## src/rtl/serial_rx_deframer_pkg.sv

```systemverilog
// Shared definitions for the serial receive deframer: FSM state encoding and line levels.
package serial_rx_deframer_pkg;

  typedef enum logic [2:0] {
    IDLE      = 3'd0,
    START     = 3'd1,
    DATA      = 3'd2,
    STOP      = 3'd3,
    WAIT_IDLE = 3'd4
  } state_t;

  localparam logic LINE_IDLE = 1'b1;
  localparam logic START_BIT = 1'b0;

endpackage

```

## src/rtl/serial_rx_deframer_bit_sync.sv

```systemverilog
// Two-flop synchronizer for a single asynchronous bit; both flops reset to RESET_VAL.
module bit_sync #(
  parameter logic RESET_VAL = 1'b0
) (
  input  logic clk,
  input  logic arst,
  input  logic d,
  output logic q
);

  logic meta;

  always_ff @(posedge clk or posedge arst) begin
    if (arst) begin
      meta <= RESET_VAL;
      q    <= RESET_VAL;
    end else begin
      meta <= d;
      q    <= meta;
    end
  end

endmodule

```

## src/rtl/serial_rx_deframer.sv

```systemverilog
// Oversampling serial frame receiver: start-bit qualification, LSB-first assembly, stop-bit check.
// Build option SERIAL_RX_SYNC_EN inserts a 2-flop synchronizer on rx_in (+2 cycles latency).
module serial_rx_deframer
  import serial_rx_deframer_pkg::*;
#(
  parameter int unsigned DATA_WIDTH   = 8,
  parameter int unsigned CLKS_PER_BIT = 16
) (
  input  logic                  clk,
  input  logic                  arst,
  input  logic                  rx_in,
  output logic [DATA_WIDTH-1:0] out_byte,
  output logic                  out_valid,
  output logic                  frame_err
);

  localparam int unsigned CNT_W = $clog2(CLKS_PER_BIT);
  localparam int unsigned IDX_W = (DATA_WIDTH > 1) ? $clog2(DATA_WIDTH) : 1;
  localparam logic [CNT_W-1:0] CNT_HALF = CNT_W'(CLKS_PER_BIT / 2 - 1);
  localparam logic [CNT_W-1:0] CNT_LAST = CNT_W'(CLKS_PER_BIT - 1);
  localparam logic [CNT_W-1:0] CNT_ONE  = CNT_W'(1);
  localparam logic [IDX_W-1:0] IDX_LAST = IDX_W'(DATA_WIDTH - 1);
  localparam logic [IDX_W-1:0] IDX_ONE  = IDX_W'(1);

  logic                  s;
  state_t                state;
  logic [CNT_W-1:0]      cnt;
  logic [IDX_W-1:0]      idx;
  logic [DATA_WIDTH-1:0] sh;

`ifdef SERIAL_RX_SYNC_EN
  bit_sync #(
    .RESET_VAL(LINE_IDLE)
  ) u_sync (
    .clk (clk),
    .arst(arst),
    .d   (rx_in),
    .q   (s)
  );
`else
  assign s = rx_in;
`endif

  always_ff @(posedge clk or posedge arst) begin
    if (arst) begin
      state     <= IDLE;
      cnt       <= '0;
      idx       <= '0;
      sh        <= '0;
      out_byte  <= '0;
      out_valid <= 1'b0;
      frame_err <= 1'b0;
    end else begin
      out_valid <= 1'b0;
      frame_err <= 1'b0;
      case (state)
        IDLE: begin
          if (s == START_BIT) begin
            state <= START;
            cnt   <= '0;
          end
        end
        START: begin
          // Mid-bit recheck rejects glitches shorter than half a bit.
          if (cnt == CNT_HALF) begin
            if (s == START_BIT) begin
              state <= DATA;
              cnt   <= '0;
              idx   <= '0;
            end else begin
              state <= IDLE;
            end
          end else begin
            cnt <= cnt + CNT_ONE;
          end
        end
        DATA: begin
          if (cnt == CNT_LAST) begin
            sh  <= {s, sh[DATA_WIDTH-1:1]};
            cnt <= '0;
            if (idx == IDX_LAST) state <= STOP;
            else                 idx   <= idx + IDX_ONE;
          end else begin
            cnt <= cnt + CNT_ONE;
          end
        end
        STOP: begin
          if (cnt == CNT_LAST) begin
            cnt <= '0;
            if (s == LINE_IDLE) begin
              out_byte  <= sh;
              out_valid <= 1'b1;
              state     <= IDLE;
            end else begin
              frame_err <= 1'b1;
              state     <= WAIT_IDLE;
            end
          end else begin
            cnt <= cnt + CNT_ONE;
          end
        end
        WAIT_IDLE: begin
          // A held-low (break) line must return high before a new start is accepted.
          if (s == LINE_IDLE) state <= IDLE;
        end
        default: state <= IDLE;
      endcase
    end
  end

endmodule

```

## config.mk

```make
export PLATFORM = sky130hd
export DESIGN_NAME = serial_rx_deframer
export DESIGN_NICKNAME = d
export VERILOG_FILES = /design/src/rtl/serial_rx_deframer_pkg.sv /design/src/rtl/serial_rx_deframer_bit_sync.sv /design/src/rtl/serial_rx_deframer.sv
export SDC_FILE = /design/constraint.sdc
export NUM_CORES = 1
export LEC_CHECK = 0
export CORE_UTILIZATION = 30
export CTS_CLUSTER_SIZE = 16
export DETAILED_ROUTE_END_ITERATION = 16
export PLACE_DENSITY = 0.57
export SYNTH_ARGS = -nofsm -noshare
export SYNTH_HDL_FRONTEND = slang
export SYNTH_SLANG_ARGS = --single-unit
export TNS_END_PERCENT = 1
```

## constraint.sdc

```tcl
create_clock -name clk -period 3.3 [get_ports clk]
set_clock_uncertainty 0.15 [all_clocks]
set_input_delay 0.66 -clock clk [delete_from_list [all_inputs] [get_ports clk]]
set_output_delay 0.66 -clock clk [all_outputs]
set_load 0.005 [all_outputs]
```

==> impl_metrics.tcl <==
set metrics [dict create \
    seqPwrFrac_pct 55.6 \
    drv_cap 0 \
    vias 838 \
    status "finished, final reports clean" \
    synth_enable_flop_cells 0 \
    netlist_area_um2 1285 \
    setup_viol 0 \
    worst_slew_pin_slew_ps 596.9 \
    post_cts_buffers 0 \
    power_density_nw_per_um2 547.2 \
    clock_power_share_pct 21.1 \
    route.detailed.drc 0 \
    clk_latency_ps 260 \
    grt_usage_pct 11.22 \
    p_comb_share_pct 23.3 \
    floorplan.initialDensity_pct 31.67 \
    ant_nets 0 \
    yosysMostFrequentCell "dfrtp_1" \
    fmax_ghz 0.4590 \
    ys_types 25 \
    drt-initial-drc-count 52 \
    rsz0062_at_grt "false" \
    clkSlewWorstSetupHoldPaths_ps 80 \
    syn_to_final_growth_pct 16.07 \
    drive_gt1_share_pct 19.67 \
    ctsHoldBuffers 0 \
    synthTopCellsByArea "dfrtp_1 55%, mux2_2 15%, ha_1 2.9%" \
    slew_violations 0 \
    worst_slack_ps 1121 \
    reg2reg_slack_ps 1200 \
    syn-num-nets 116 \
    finalNetCount 130 \
    rr_startpoint "cnt[0]" \
    cp.arrival_ps 2180 \
    p_int_mw 0.5491 \
    cp-endpoint "idx[0]" \
    async_flop_share_pct 100.0 \
    dieArea_um2 4549 \
    synth-warning-count 0 \
    vias_per_cell 4.872 \
    period_share_pct 66.02 \
    hold_slack_ps 361.9 \
    synth_top_area_share_pct 54.53 \
    antenna_found_initial 0 \
    n_antenna_cell 0 \
    vdd_drop_max_mv 0.1612 \
    syn_area_per_cell_um2 11.68 \
    crit_type "in -> reg" \
    cts_buffer_depth 2 \
    dpl_worst_slack_ps 842.5 \
    yosysSeqAreaShare_pct 54.53 \
    die_width_um 67.45 \
    synth-seq-cells 28 \
    timing.rr.end "sh[1]" \
    cp-end-kind "flip-flop" \
    cts_inserted_buffers 3 \
    power_switching_share_pct 32.72 \
    post_cts_resized 0 \
    leakage_nw 0.7106 \
    placed_area_um2 1450 \
    fill_cells 378 \
    grt_overflow 0 \
    fin_tns_setup_ps 0 \
    synth_common_cells "28 x dfrtp_1, 17 x mux2_2, 8 x nor2_1" \
    clock-sinks 28 \
    ys.flop_type "dfrtp_1" \
    hold_path.class "reg -> reg" \
    fp.dieH_um 67.45 \
    htree_levels 1 \
    yosysTopAreaCell "dfrtp_1" \
    grt_pass1_vias 851 \
    cts-root-buf "clkbuf_8" \
    finalWirelength_mm 2.229 \
    fp.coreArea_um2 4058 \
    r2r_cells 4 \
    firstDrtPassIters 4 \
    grt_max_degree 29 \
    ios 13 \
    routedWlPerCell_um 12.96 \
    syn_inst 110 \
    place_hpwl_mm 1.554 \
    cp.required_ps 3300 \
    place_congestion 0.7243 \
    utilization_pct 36.76 \
    crit_path_start_kind "primary input" \
    cp_max_fo 7 \
    grt_pass1_wl_mm 3.850 \
    period_needed_ps 2179 \
    io_buffers 12 \
    max_slew_margin_pct 60.03 \
    finalHoldViolCount 0 \
    worstSetupStartpoint "rx_in" \
    fp-row-count 23 \
    switchingPower_mw 0.2670 \
    postLayoutCellArea_um2 1491 \
    cts_tree "done" \
]
## registers in the layout (all words and copies together), names as in the netlist
name       flops
cnt            4
frame_err      1
idx            3
out_byte       8
out_valid      1
sh             8
state          3
## worst min-delay path by stage
stage,start,end,slack (ps),depth (start not counted)
6_report,out_byte[7],out_byte[7],360,1
5_1_grt,out_byte[7],out_byte[7],390,1
3_3_place_gp,sh[0],sh[0],340,1
3_5_place_dp,out_byte[4],out_byte[4],350,1
4_1_cts,out_byte[7],out_byte[7],370,1
2_1_floorplan,cnt[0],cnt[0],320,1
## power groups by stage
stage                     logic, mW  registers [mW]  clock network [mW]
after CTS                     0.193           0.452               0.185
final                         0.190           0.454               0.173
after floorplan               0.192           0.421                   0
after global placement        0.178           0.454                   0
after detailed placement      0.190           0.459                   0
after global routing          0.227           0.461               0.198
## worst max-delay path: stages
cell	delay, ps
clkdlybuf4s50_1	600
nor2b_1	90
nor3b_1	140
o21ai_1	310
mux2_2	380
## cells by family after synthesis
| kind of cell | after synthesis | synth area share (%) |
|---|---|---|
| AO/OA/AOI/OAI | 16 | 6.426 |
| XOR/XNOR | 1 | 0.6817 |
| adder cells (fa/ha/maj) | 3 | 2.921 |
| buffers and inverters | 11 | 3.992 |
| flip-flops | 28 | 54.53 |
| multiplexers | 20 | 17.23 |
| AND/OR/NAND/NOR | 31 | 14.22 |
## layout by cell type (no fill, tap or decap)
cell type / count
dfrtp_1: 28
mux2_2: 17
clkdlybuf4s50_1: 12
nor2_1: 8
inv_1: 7
a21oi_1: 7
o21ai_0: 6
nand2_1: 5
nand3_1: 3
nor3_1: 3
nand2b_1: 3
mux2i_1: 3
nor2b_1: 3
ha_1: 3
clkbuf_8: 3
a31oi_1: 2
xnor2_1: 1
nand2_2: 1
nor4b_4: 1
nand4_2: 1
or4_1: 1
and3b_1: 1
nor3b_1: 1
o21ai_1: 1
buf_4: 1
## per-layer routing
layer | share of wire [%] | track usage (%) | vias to the layer above
li1 | - | - | 406
met2 | 48 | 19.50 | 10
met5 | 0 | 0 | -
met1 | 48 | 14.12 | 420
met4 | 0.63 | 3.191 | 0
met3 | 2.6 | 2.027 | 2
## layout make-up
class                      instances  area, µm²  area share (%)
sequential                        28      700.7           46.98
clock buffer                       3      41.29           2.768
tap                               50      62.56           4.195
inverter                           7      26.28           1.762
timing repair buffer              13      127.6           8.557
multi-input combinational         71      533.0           35.74
## metrics by stage
| stage | power [mW] | instances |
|---|---|---|
| 2_1_floorplan | 0.6128 | 110 |
| 3_3_place_gp | 0.6318 | 169 |
| 3_5_place_dp | 0.6493 | 169 |
| 4_1_cts | 0.8299 | 172 |
| 5_1_grt | 0.8859 | 172 |
| 6_report | 0.8161 | 172 |
No activity file was read; power rests on OpenSTA's default activity.
